--- config.mk ---
export PLATFORM = sky130hd
export DESIGN_NAME = regb_fifo_ser_reader
export DESIGN_NICKNAME = d
export VERILOG_FILES = /design/src/rtl/regb_fifo_pkg.sv /design/src/rtl/regb_ser_bit_tick.sv /design/src/rtl/regb_fifo_ser_reader.sv
export SDC_FILE = /design/constraint.sdc
export NUM_CORES = 1
export LEC_CHECK = 0
export CAP_MARGIN = 0
export CELL_PAD_IN_SITES_DETAIL_PLACEMENT = 0
export CELL_PAD_IN_SITES_GLOBAL_PLACEMENT = 1
export CORE_ASPECT_RATIO = 0.8
export CORE_UTILIZATION = 40
export DETAILED_ROUTE_END_ITERATION = 7
export HOLD_SLACK_MARGIN = 0.05
export PLACE_DENSITY_LB_ADDON = 0.1
export RECOVER_POWER = 25
export SYNTH_ARGS = -nofsm -noshare
export SYNTH_HDL_FRONTEND = slang
export SYNTH_SLANG_ARGS = --single-unit
--- constraint.sdc ---
create_clock -name clk -period 2 [get_ports clk]
set_input_delay 0.4 -clock clk [delete_from_list [all_inputs] [get_ports clk]]
set_output_delay 0.4 -clock clk [all_outputs]
set_load 0.02 [all_outputs]
--- src/rtl/regb_fifo_pkg.sv ---
// Shared types for the register-based FIFO serial reader.
// State encoding and serial line constants.
package regb_fifo_pkg;

  typedef enum logic [2:0] {
    IDLE   = 3'd0,
    START  = 3'd1,
    DATA   = 3'd2,
    PARITY = 3'd3,
    STOP   = 3'd4
  } state_e;

  localparam logic LINE_IDLE = 1'b1;

endpackage

--- src/rtl/regb_ser_bit_tick.sv ---
// Bit-period divider: tick pulses once every CLK_DIV cycles.
// pre_tick flags that tick will be high in the next cycle.
module regb_ser_bit_tick #(
  parameter int CLK_DIV = 4
) (
  input  logic clk,
  input  logic res_n,
  input  logic clear,
  output logic tick,
  output logic pre_tick
);

  localparam int CW = (CLK_DIV > 1) ? $clog2(CLK_DIV) : 1;
  localparam logic [CW-1:0] LAST = CW'(CLK_DIV - 1);

  logic [CW-1:0] cnt_q, cnt_d;

  assign tick = (cnt_q == LAST);

  always_comb begin
    cnt_d = cnt_q;
    if (clear || tick) begin
      cnt_d = '0;
    end else begin
      cnt_d = cnt_q + CW'(1);
    end
  end

  assign pre_tick = (cnt_d == LAST);

  always_ff @(posedge clk or negedge res_n) begin
    if (!res_n) begin
      cnt_q <= '0;
    end else begin
      cnt_q <= cnt_d;
    end
  end

endmodule

--- src/rtl/regb_fifo_ser_reader.sv ---
// Pops words from the shift FIFO and sends each as a UART-style
// frame: start, data LSB first, optional even parity, stop.
module regb_fifo_ser_reader
  import regb_fifo_pkg::*;
#(
  parameter int WIDTH     = 4,
  parameter int CLK_DIV   = 4,
  parameter int PARITY_EN = 0
) (
  input  logic             clk,
  input  logic             res_n,
  input  logic             enable,
  input  logic             fifo_empty_n,
  input  logic [WIDTH-1:0] fifo_data,
  output logic             fifo_shift_out,
  output logic             ser_out,
  output logic             busy,
  output logic             frame_done
);

  localparam int BW = (WIDTH > 1) ? $clog2(WIDTH) : 1;
  localparam logic [BW-1:0] LAST_BIT = BW'(WIDTH - 1);

  state_e           state_q, state_d;
  logic [WIDTH-1:0] sh_q, sh_d;
  logic [BW-1:0]    bit_q, bit_d;
  logic             par_q, par_d;
  logic             ser_q, ser_d;
  logic             busy_q, busy_d;
  logic             done_q, done_d;
  logic             pop, tick, pre_tick;

  // No pop strobe while reset is held, so no word is lost in reset.
  assign pop = res_n & enable & fifo_empty_n & (state_q == IDLE);

  regb_ser_bit_tick #(
    .CLK_DIV (CLK_DIV)
  ) u_tick (
    .clk      (clk),
    .res_n    (res_n),
    .clear    (pop),
    .tick     (tick),
    .pre_tick (pre_tick)
  );

  always_comb begin
    state_d = state_q;
    sh_d    = sh_q;
    bit_d   = bit_q;
    par_d   = par_q;
    ser_d   = ser_q;
    busy_d  = busy_q;
    unique case (state_q)
      IDLE: begin
        if (pop) begin
          sh_d    = fifo_data;
          par_d   = ^fifo_data;
          ser_d   = 1'b0;
          busy_d  = 1'b1;
          state_d = START;
        end
      end
      START: begin
        if (tick) begin
          state_d = DATA;
          bit_d   = '0;
          ser_d   = sh_q[0];
        end
      end
      DATA: begin
        if (tick) begin
          if (bit_q == LAST_BIT) begin
            if (PARITY_EN != 0) begin
              state_d = PARITY;
              ser_d   = par_q;
            end else begin
              state_d = STOP;
              ser_d   = LINE_IDLE;
            end
          end else begin
            bit_d = bit_q + BW'(1);
            sh_d  = sh_q >> 1;
            ser_d = sh_d[0];
          end
        end
      end
      PARITY: begin
        if (tick) begin
          state_d = STOP;
          ser_d   = LINE_IDLE;
        end
      end
      STOP: begin
        if (tick) begin
          state_d = IDLE;
          busy_d  = 1'b0;
        end
      end
      default: begin
        state_d = IDLE;
        ser_d   = LINE_IDLE;
        busy_d  = 1'b0;
      end
    endcase
    // Registered pulse lands on the final stop-bit cycle.
    done_d = (state_d == STOP) & pre_tick;
  end

  always_ff @(posedge clk or negedge res_n) begin
    if (!res_n) begin
      state_q <= IDLE;
      sh_q    <= '0;
      bit_q   <= '0;
      par_q   <= 1'b0;
      ser_q   <= LINE_IDLE;
      busy_q  <= 1'b0;
      done_q  <= 1'b0;
    end else begin
      state_q <= state_d;
      sh_q    <= sh_d;
      bit_q   <= bit_d;
      par_q   <= par_d;
      ser_q   <= ser_d;
      busy_q  <= busy_d;
      done_q  <= done_d;
    end
  end

  assign fifo_shift_out = pop;
  assign ser_out        = ser_q;
  assign busy           = busy_q;
  assign frame_done     = done_q;

endmodule
; After elaboration in Yosys (flattened, before gate mapping)
; Index checks and enable logic that the tools add are counted.
[classes]
bitwise_logic = 6
reduce_logical = 9
addsub = 2
n_eq_ne = 14
div = 0
mul = 0
magnitude_cmp = 0
muxes = 25
shift = 0
[ops]
columns = cell, n
row1 = $mux 3, 6
row2 = $pmux 3 s5, 1
row3 = $mux 4, 3
row4 = $ne 2x1->1 const B, 5
row5 = $mux 2, 4
row6 = $pmux 4 s2, 1
row7 = $reduce_and 4->1, 2
row8 = $mux 1, 7
row9 = $eq 2x2->1 const B, 3
row10 = $eq 3x2->1 const B, 2
row11 = $eq 3x3->1 const B, 2
row12 = $pmux 1 s5, 1
row13 = $reduce_and 5->1, 1
row14 = $add 2x1->2 const B, 2
row15 = $and 1x1->1, 4
row16 = $pmux 2 s2, 1
row17 = $reduce_bool 2->1, 2
row18 = $eq 3x1->1 const B, 1
row19 = $logic_not 3->1, 1
row20 = $pmux 1 s3, 1
row21 = $reduce_and 3->1, 1
row22 = $reduce_or 3->1, 1
row23 = $ne 2x2->1 const B, 1
row24 = $not 1->1, 2
row25 = $logic_or 1x1->1, 1
[word_totals]
in_bits = 8
ram_bits = 0
romBits = 0
mem_count = 0
wordCells = 63
output_inout_bits = 4
register_bits = 14
latchBits = 0

; Depth between registers and ports, before layout
; Gate-level depths: netlist of the first run.
[depth]
word_depth = 7
mapped_depth = 6
depth_no_buf = 5

; Cells and area by module
; A second synthesis of the first run with hierarchy kept.
[unflattened]
hier_cells = 76
hier_area_um2 = 785.8
[modules_own_cells]
columns = module, seq_area_each_um2, instances, area_per_inst_um2, cells_per_inst
row1 = regb_fifo_ser_reader, 301.5, 1, 695.7, 70
row2 = regb_ser_bit_tick, 50.0, 1, 90.1, 6

; Worst setup path after synthesis of the first run
; Ideal clock, no wire load.
[synth_path]
path_kind = register -> register
from = register state_q[2]
to = register sh_q[0]
period_less_slack_ps = 1727
path_buffers = 1
arrival_time_ps = 1602
path_slack_ps = 273
required_time_ps = 1875
path_stages_with_launch = 6
setup_ps = 125
cell_sequence = dfrtp_1 -> buf_2 -> nand4b_4 -> nor3_2 -> o22ai_2 -> mux2_2
[synth_between]
elab_chain_cells = 4
word_cells_on_any_way = 9
[synth_rtl]
columns = element, line_no
row1 = start: declaration, regb_fifo_ser_reader.sv:24  ; state_e state_q, state_d;
row2 = start signal: assignment, regb_fifo_ser_reader.sv:119  ; state_q <= state_d;
row3 = $logic_not 3->1, --
row4 = $and 1x1->1, regb_fifo_ser_reader.sv:34  ; assign pop = res_n & enable & fifo_empty_n & (state_q == IDLE);
row5 = named net fifo_shift_out, regb_fifo_ser_reader.sv:15  ; output logic fifo_shift_out,
row6 = $ne 2x1->1 (no source line), --
row7 = $reduce_and 4->1 (no source line), --
row8 = end signal: assignment, regb_fifo_ser_reader.sv:112  ; sh_q <= '0;
row9 = end signal: assignment, regb_fifo_ser_reader.sv:120  ; sh_q <= sh_d;
row10 = end: declaration, regb_fifo_ser_reader.sv:25  ; logic [WIDTH-1:0] sh_q, sh_d;
; The timed path passes the listed nets, and every way through them passes these cells.
; A chain may end at the register's enable or synchronous reset.

; Worst setup path in the final report of the first run
[layout_path]
from = input port res_n
to = output port fifo_shift_out
[layout_between]
elab_chain_cells = 3
[layout_rtl]
columns = element, line_no
row1 = start: declaration, regb_fifo_ser_reader.sv:11  ; input logic res_n,
row2 = $and 1x1->1 (3 in series), regb_fifo_ser_reader.sv:34
row3 = end: declaration, regb_fifo_ser_reader.sv:15
; No other way between the ends.

==> metrics.md, run 1 <==
| Metric | Value |
|---|---|
| Syn Nets | `85` |
| Post-layout util | `53.0%` |
| Core area | `1890 sq um` |
| Hold-fix buffers, CTS | `0` |
| Fraction of layout cells with a size suffix above 1 | `26.1%` |
| Fill cells | `196` |
| Gpl congestion | `0.676` |
| Fin crit period | `1.93 ns` |
| Yosys top cell by area | `dfrtp_1` |
| First-pass GRT wire length | `2620 um` |
| Worst IR Drop VDD | `0.000700 V` |
| Die area | `2200 sq um` |
| Worst setup startpoint | `res_n` |
| Post-synthesis async set-or-reset flop share | `100%` |
| Starting DRT DRC Count | `7` |
| Status | `finished clean` |
| LEAKAGE | `0.000454 uW` |
| Grt met2 use | `26.4%` |
| Post-synthesis simple-gate area fraction | `19.1%` |
| Final hold vios | `0` |
| TNS Setup | `0 ns` |
| Adder-cell share of the synthesized area | `4.66%` |
| Postcts setup bufs | `0` |
| Type of the worst min-delay path | `register to register` |
| Synthesized cell area | `806 sq um` |
| Rel. slew slack | `47.8%` |
| Worst EP arrival | `1.53 ns` |
| CTS tree | `built` |
| Initial antenna violation count | `0` |
| Final period utilization | `96.6%` |
| Number of synthesized flops with an enable pin | `0` |
| Initial Utilization | `42.6%` |
| Worst-Skew Late Latency | `0.27 ns` |
| Endpoint type of the worst setup path | `output pin` |
| Main synth FF type | `dfrtp_1` |
| Synth Warn # | `0` |
| Worst-Margin Slew | `0.783 ns` |
| Post-synthesis mux area share | `13.8%` |
| Internal reg-to-reg setup slack | `0.26 ns` |
| Setup CP Type | `input pin to output pin` |
| Dpl cells | `112` |
| Antenna Cells | `0` |
| Busiest grt layer | `met2` |
| Die W | `52.2 um` |
| CTS Root Cell | `clkbuf_4` |
| Vias | `595` |
| Max cap viols | `0` |
| Slowest CP cell | `clkdlybuf4s50_1` |
| Worst flop-to-flop path endpoint | `sh_q[1]` |
| Clock Sinks | `14` |
| Cells after synthesis | `74` |
| R2r startpoint | `state_q[1]` |
| Compound-cell area share of the yosys netlist | `13.0%` |
| Cell Chain, Critical Path | `clkdlybuf4s50_1 -> nand4b_4 -> nor3_2 -> clkdlybuf4s15_1` |
| Max Fclk | `518 MHz` |
| Worst setup path endpoint | `fifo_shift_out` |
| Synth cell types | `31` |
| Post-layout nets | `104` |
| Final setup viols | `0` |
| WL/cell | `12.5 um` |
| Pwr dens | `1400 nW/um^2` |
| TritonCTS Buffers | `3` |
| Clock transition at the registers of the reported paths | `0.08 ns` |
| Largest stage delay, worst path | `0.53 ns` |
| R2R cell count | `4` |
| Yosys reg bits | `14` |
| Pin count of the biggest net entering global routing | `15` |
| IO Pins | `12` |
| Total global routing overflow | `0` |
| DRT antenna net count | `0` |
| Final wirelength | `1450 um` |
| Vias in the first global route | `612` |
| Critical Path RT | `1.60 ns` |
| Row cnt | `14` |
| Top cells by count, synth | `dfrtp_1, nor2_1, mux2_2, nand2_1, o21ai_0` |
| Share of the synthesized area in the top cell type | `40.4%` |
| Share of the yosys chip area belonging to registers | `43.6%` |
| Die Ht | `42.1 um` |
| Crit path max fanout | `2` |
| Largest family of logic cells by synthesized area | `simple AND/OR/NAND/NOR gates` |
| Count leader, synth | `dfrtp_1` |
| H-tree Lvls | `1` |
| RSZ-0062 raised after global routing | `no` |
| Fin cells | `116` |
| Top cells by area, synth | `dfrtp_1, mux2_2, mux2_4, ha_1, dfstp_2` |
| Post-Route Skew | `0.00104 ns` |
| GRT Total Usage | `16.6%` |
| DP HPWL | `1160 um` |
| XOR/XNOR Fraction of Synth Area | `0%` |
| Avg Inst Size Synth | `10.9 sq um` |
| First-pass DRT Iterations | `4` |
| Crit path launch type | `input pin` |
| Area Overhead vs Synth | `24.5%` |
| Met1 usage | `20.9%` |
| Slew Viols, Final | `0` |
| CTS max path bufs | `2` |
| Met3 Use GR | `6.52%` |
| Via/cell ratio | `5.13` |
| DRC Markers | `0` |
| Port-buffer cells | `11` |
==> cell type report <==
type	count	area [sq um]	area share [%]
well taps	24	30.0	2.99
inverters	3	11.3	1.12
multi-input cells	52	408	40.6
clock buffers	4	36.3	3.62
flip-flops and latches	14	352	35.0
repair buffers	19	166	16.6
==> per-stage QoR <==
stage / total power (uW) / setup WS, ns / hold slack [ns] / instance area [sq um]
2_1_floorplan: 1030 / 0.273 / 0.104 / 806
6_report: 1400 / 0.0680 / 0.491 / 1000
3_5_place_dp: 1220 / -0.251 / 0.478 / 971
4_1_cts: 1430 / 0.0176 / 0.498 / 1010
3_3_place_gp: 1210 / -0.255 / 0.473 / 971
5_1_grt: 1540 / 0.00489 / 0.521 / 1000
==> logic make-up after synthesis <==
kind of cell | Yosys count
AO/OA/AOI/OAI | 15
multiplexers | 9
flip-flops | 14
adder cells (fa/ha/maj) | 3
AND/OR/NAND/NOR | 25
buffers and inverters | 8
==> critical path, delay by kind of cell <==
kind          cells  cell delay [ns]
buf+inv           2             0.86
simple gates      2             0.27
==> power breakdown <==
group / internal, uW / switching (uW)
clock: 111 / 88.2
sequential: 407 / 83.0
combinational: 376 / 336
==> worst min-delay path by stage <==
stage / start / cells after the start / end / slack (ns)
global route: busy / 1 / busy / 0.52
floorplan: res_n / 0 / bit_q[0] / 0.10
finish: busy / 1 / busy / 0.49
global placement: busy / 1 / busy / 0.47
detailed placement: busy / 1 / busy / 0.48
CTS: busy / 1 / busy / 0.50
==> timing repair <==
item                       4_1_cts  5_1_grt
cloned                           0        0
setup endpoints to repair        1        1
pin swaps                        0        0
gates resized for setup          1        1
==> per-layer routing <==
| layer | vias to the layer above | share of wire, % |
|---|---|---|
| met5 | - | 0 |
| met4 | 0 | 0.90 |
| met3 | 2 | 3.3 |
| met2 | 6 | 45 |
| met1 | 285 | 51 |
| li1 | 302 | - |
==> flip-flops by register name, indices dropped and copies added (netlist names) <==
signal	count
ser_out	1
state_q	3
busy	1
frame_done	1
bit_q	2
u_tick.cnt_q	2
sh_q	4
==> cells in the final DEF, fill, tap and decap left out, drive strengths merged <==
cell type	netlist	layout
dfrtp	13	13
clkdlybuf4s50	0	10
nor2	8	8
mux2	8	8
buf	3	7
nand2	5	5
o21ai	5	5
clkbuf	2	5
inv	3	3
nand2b	3	3
ha	3	3
a32o	2	2
a21oi	2	2
o211ai	2	2
nor3	2	2
nand4b	1	1
nor2b	1	1
or3	1	1
nor3b	1	1
a211oi	1	1
o31ai	1	1
a21o	1	1
or3b	1	1
o22ai	1	1
nor4	1	1
mux2i	1	1
nand3	1	1
clkdlybuf4s15	0	1
dfstp	1	1
Power figures use the tool's default switching activity.
==> run 2, diff against run 1 <==
CAP_MARGIN = unset   (was 0)
PLACE_DENSITY_LB_ADDON = 0.2   (was 0.1)
==> metrics.md, run 2 (synthesized netlist as in run 1, its figures left out) <==
| Metric | Value |
|---|---|
| Sequential share of power | `35.6% (+0.6 points)` |
| Post-Layout Inst Area | `983 sq um (-2.0%)` |
| Internal reg-to-reg setup slack | `0.14 ns (-0.12 ns)` |
| Hold path start | `busy` |
| Die Ht | `42.1 um (unchanged)` |
| Largest Register | `sh_q` |
| Worst-Margin Slew | `0.767 ns (-0.0161 ns)` |
| Postcts setup bufs | `0 (unchanged)` |
| Total global routing overflow | `0 (unchanged)` |
| Max reg flops | `4 (unchanged)` |
| Clk pwr share | `14.8% (+0.6 points)` |
| First-pass GRT wire length | `2680 um (+2.4%)` |
| Die area | `2200 sq um (unchanged)` |
| Internal power | `873 uW (-2.3%)` |
| Worst setup startpoint | `state_q[0]` |
| DRC Markers | `0 (unchanged)` |
| Post-layout nets | `102 (-1.9%)` |
| Max Fclk | `538 MHz (+3.9%)` |
| Crit path max fanout | `7 (+5)` |
| Hold EP | `busy` |
| Via/cell ratio | `5.28 (+3.0%)` |
| Worst EP arrival | `2.03 ns (+0.50 ns)` |
| Pin count of the biggest net entering global routing | `15 (unchanged)` |
| Total power | `1400 uW (about the same)` |
| Hold-fix buffers, CTS | `0 (unchanged)` |
| Clock Sinks | `14 (unchanged)` |
| Crit path launch type | `register` |
| Area Overhead vs Synth | `22.0%` |
| Final setup viols | `0 (unchanged)` |
| Fill cells | `171 (-13%)` |
| IO Pins | `12 (unchanged)` |
| LEAKAGE | `0.000445 uW (-2.0%)` |
| NetSw | `529 uW (+4.3%)` |
| Post-layout util | `52.0% (-1.1 points)` |
| Rel. slew slack | `48.9% (+1.1 points)` |
| CTS max path bufs | `2 (unchanged)` |
| Antenna Cells | `0 (unchanged)` |
| R2R cell count | `3 (-1)` |
| Vias in the first global route | `589 (-3.8%)` |
| Combinational share of power | `49.6% (-1.2 points)` |
| Die W | `52.2 um (unchanged)` |
| Worst flop-to-flop path endpoint | `sh_q[2]` |
| Fraction of layout cells with a size suffix above 1 | `25.6% (-0.53 points)` |
| Gpl congestion | `0.751 (+11%)` |
| Commonest non-fill, non-tap cell in the layout | `dfrtp_1` |
| Post-Route Skew | `0.00619 ns (+0.00515 ns)` |
| Starting DRT DRC Count | `10 (+3)` |
| Slew Viols, Final | `0 (unchanged)` |
| R2r startpoint | `state_q[0]` |
| WL/cell | `13.2 um (+6.1%)` |
| Most frequent cells in the layout | `dfrtp_1, clkdlybuf4s50_1, nor2_1` |
| Largest regs | `sh_q: 4 flops, state_q: 3 flops` |
| Placed instance area | `956 sq um (-1.5%)` |
| Worst hold stages | `1 (unchanged)` |
| Port-buffer cells | `11 (unchanged)` |
| Switching part of the total | `37.8% (+1.5 points)` |
| H-tree Lvls | `1 (unchanged)` |
| CTS tree | `built` |
| Vias | `602 (+1.2%)` |
| TNS Setup | `0 ns (unchanged)` |
| DP HPWL | `1100 um (-5.1%)` |
| DRT antenna net count | `0 (unchanged)` |
| Critical Path RT | `2.17 ns (+0.57 ns)` |
| Setup CP Type | `register to register` |
| Type of the worst min-delay path | `register to register` |
| Pwr dens | `1430 nW/um^2 (+2.1%)` |
| Final hold vios | `0 (unchanged)` |
| Core area | `1890 sq um (unchanged)` |
| Max cap viols | `0 (unchanged)` |
| Fin cells | `114 (-1.7%)` |
| Status | `finished clean` |
| Final period utilization | `93.0% (-3.6 points)` |
| Row cnt | `14 (unchanged)` |
| Initial antenna violation count | `0 (unchanged)` |
| Initial Utilization | `42.6% (unchanged)` |
| Endpoint type of the worst setup path | `register` |
| Clock transition at the registers of the reported paths | `0.09 ns (about the same)` |
| Worst-Skew Late Latency | `0.29 ns (+0.02 ns)` |
| Dpl cells | `110 (-1.8%)` |
| First-pass DRT Iterations | `4 (unchanged)` |
| PostCTS Resize Cnt | `2 (+1)` |
| Worst IR Drop VDD | `0.000667 V (-4.6%)` |
| Fin crit period | `1.86 ns (-0.0717 ns)` |
| TritonCTS Buffers | `3 (unchanged)` |
| GRT Total Usage | `17.3% (+0.69 points)` |
| CTS Root Cell | `clkbuf_4` |
| RSZ-0062 raised after global routing | `no` |
| Final wirelength | `1510 um (+4.3%)` |
==> run 2: cell type report <==
| type | instances | area, sq um | share of cell area [%] |
|---|---|---|---|
| clock buffer | 4 | 36.3 | 3.69 |
| sequential | 14 | 352 | 35.8 |
| inverter | 3 | 11.3 | 1.15 |
| multi-input combinational | 52 | 408 | 41.5 |
| timing repair buffer | 17 | 146 | 14.9 |
| tap | 24 | 30.0 | 3.05 |
==> run 2: power by group through the flow <==
stage | clock network [uW] | registers (uW) | logic [uW]
after floorplan | 0 | 491 | 540
after global placement | 0 | 501 | 687
after detailed placement | 0 | 502 | 696
after CTS | 214 | 499 | 701
after global routing | 223 | 520 | 771
final | 207 | 500 | 695
==> run 2: how the worst max path moves through the flow <==
stage                     cells after the start  slack (ns)              to
after floorplan                               5        0.27         sh_q[0]
after global placement                        4       -0.31  fifo_shift_out
after detailed placement                      4       -0.28  fifo_shift_out
after CTS                                     4       0.009  fifo_shift_out
after global routing                          3        0.05         sh_q[2]
final                                         3        0.14         sh_q[2]
==> run 2: metrics by stage <==
stage / hold WS (ns) / setup WS, ns
floorplan: 0.104 / 0.273
global placement: 0.462 / -0.307
detailed placement: 0.484 / -0.283
CTS: 0.506 / 0.00876
global route: 0.518 / 0.0503
finish: 0.501 / 0.140
==> run 2: worst max-delay path, stage by stage (launching register included) <==
cell and delay [ns]:
dfrtp_1 0.47, or3b_1 0.58, o22ai_2 0.32, mux2_2 0.37
==> run 2: routing by layer <==
| metal | wire (um) | GRT usage, % |
|---|---|---|
| met5 | 0 | 0 |
| met4 | 10 | 4.74 |
| met3 | 84 | 7.61 |
| met2 | 687 | 25.1 |
| met1 | 725 | 23.4 |
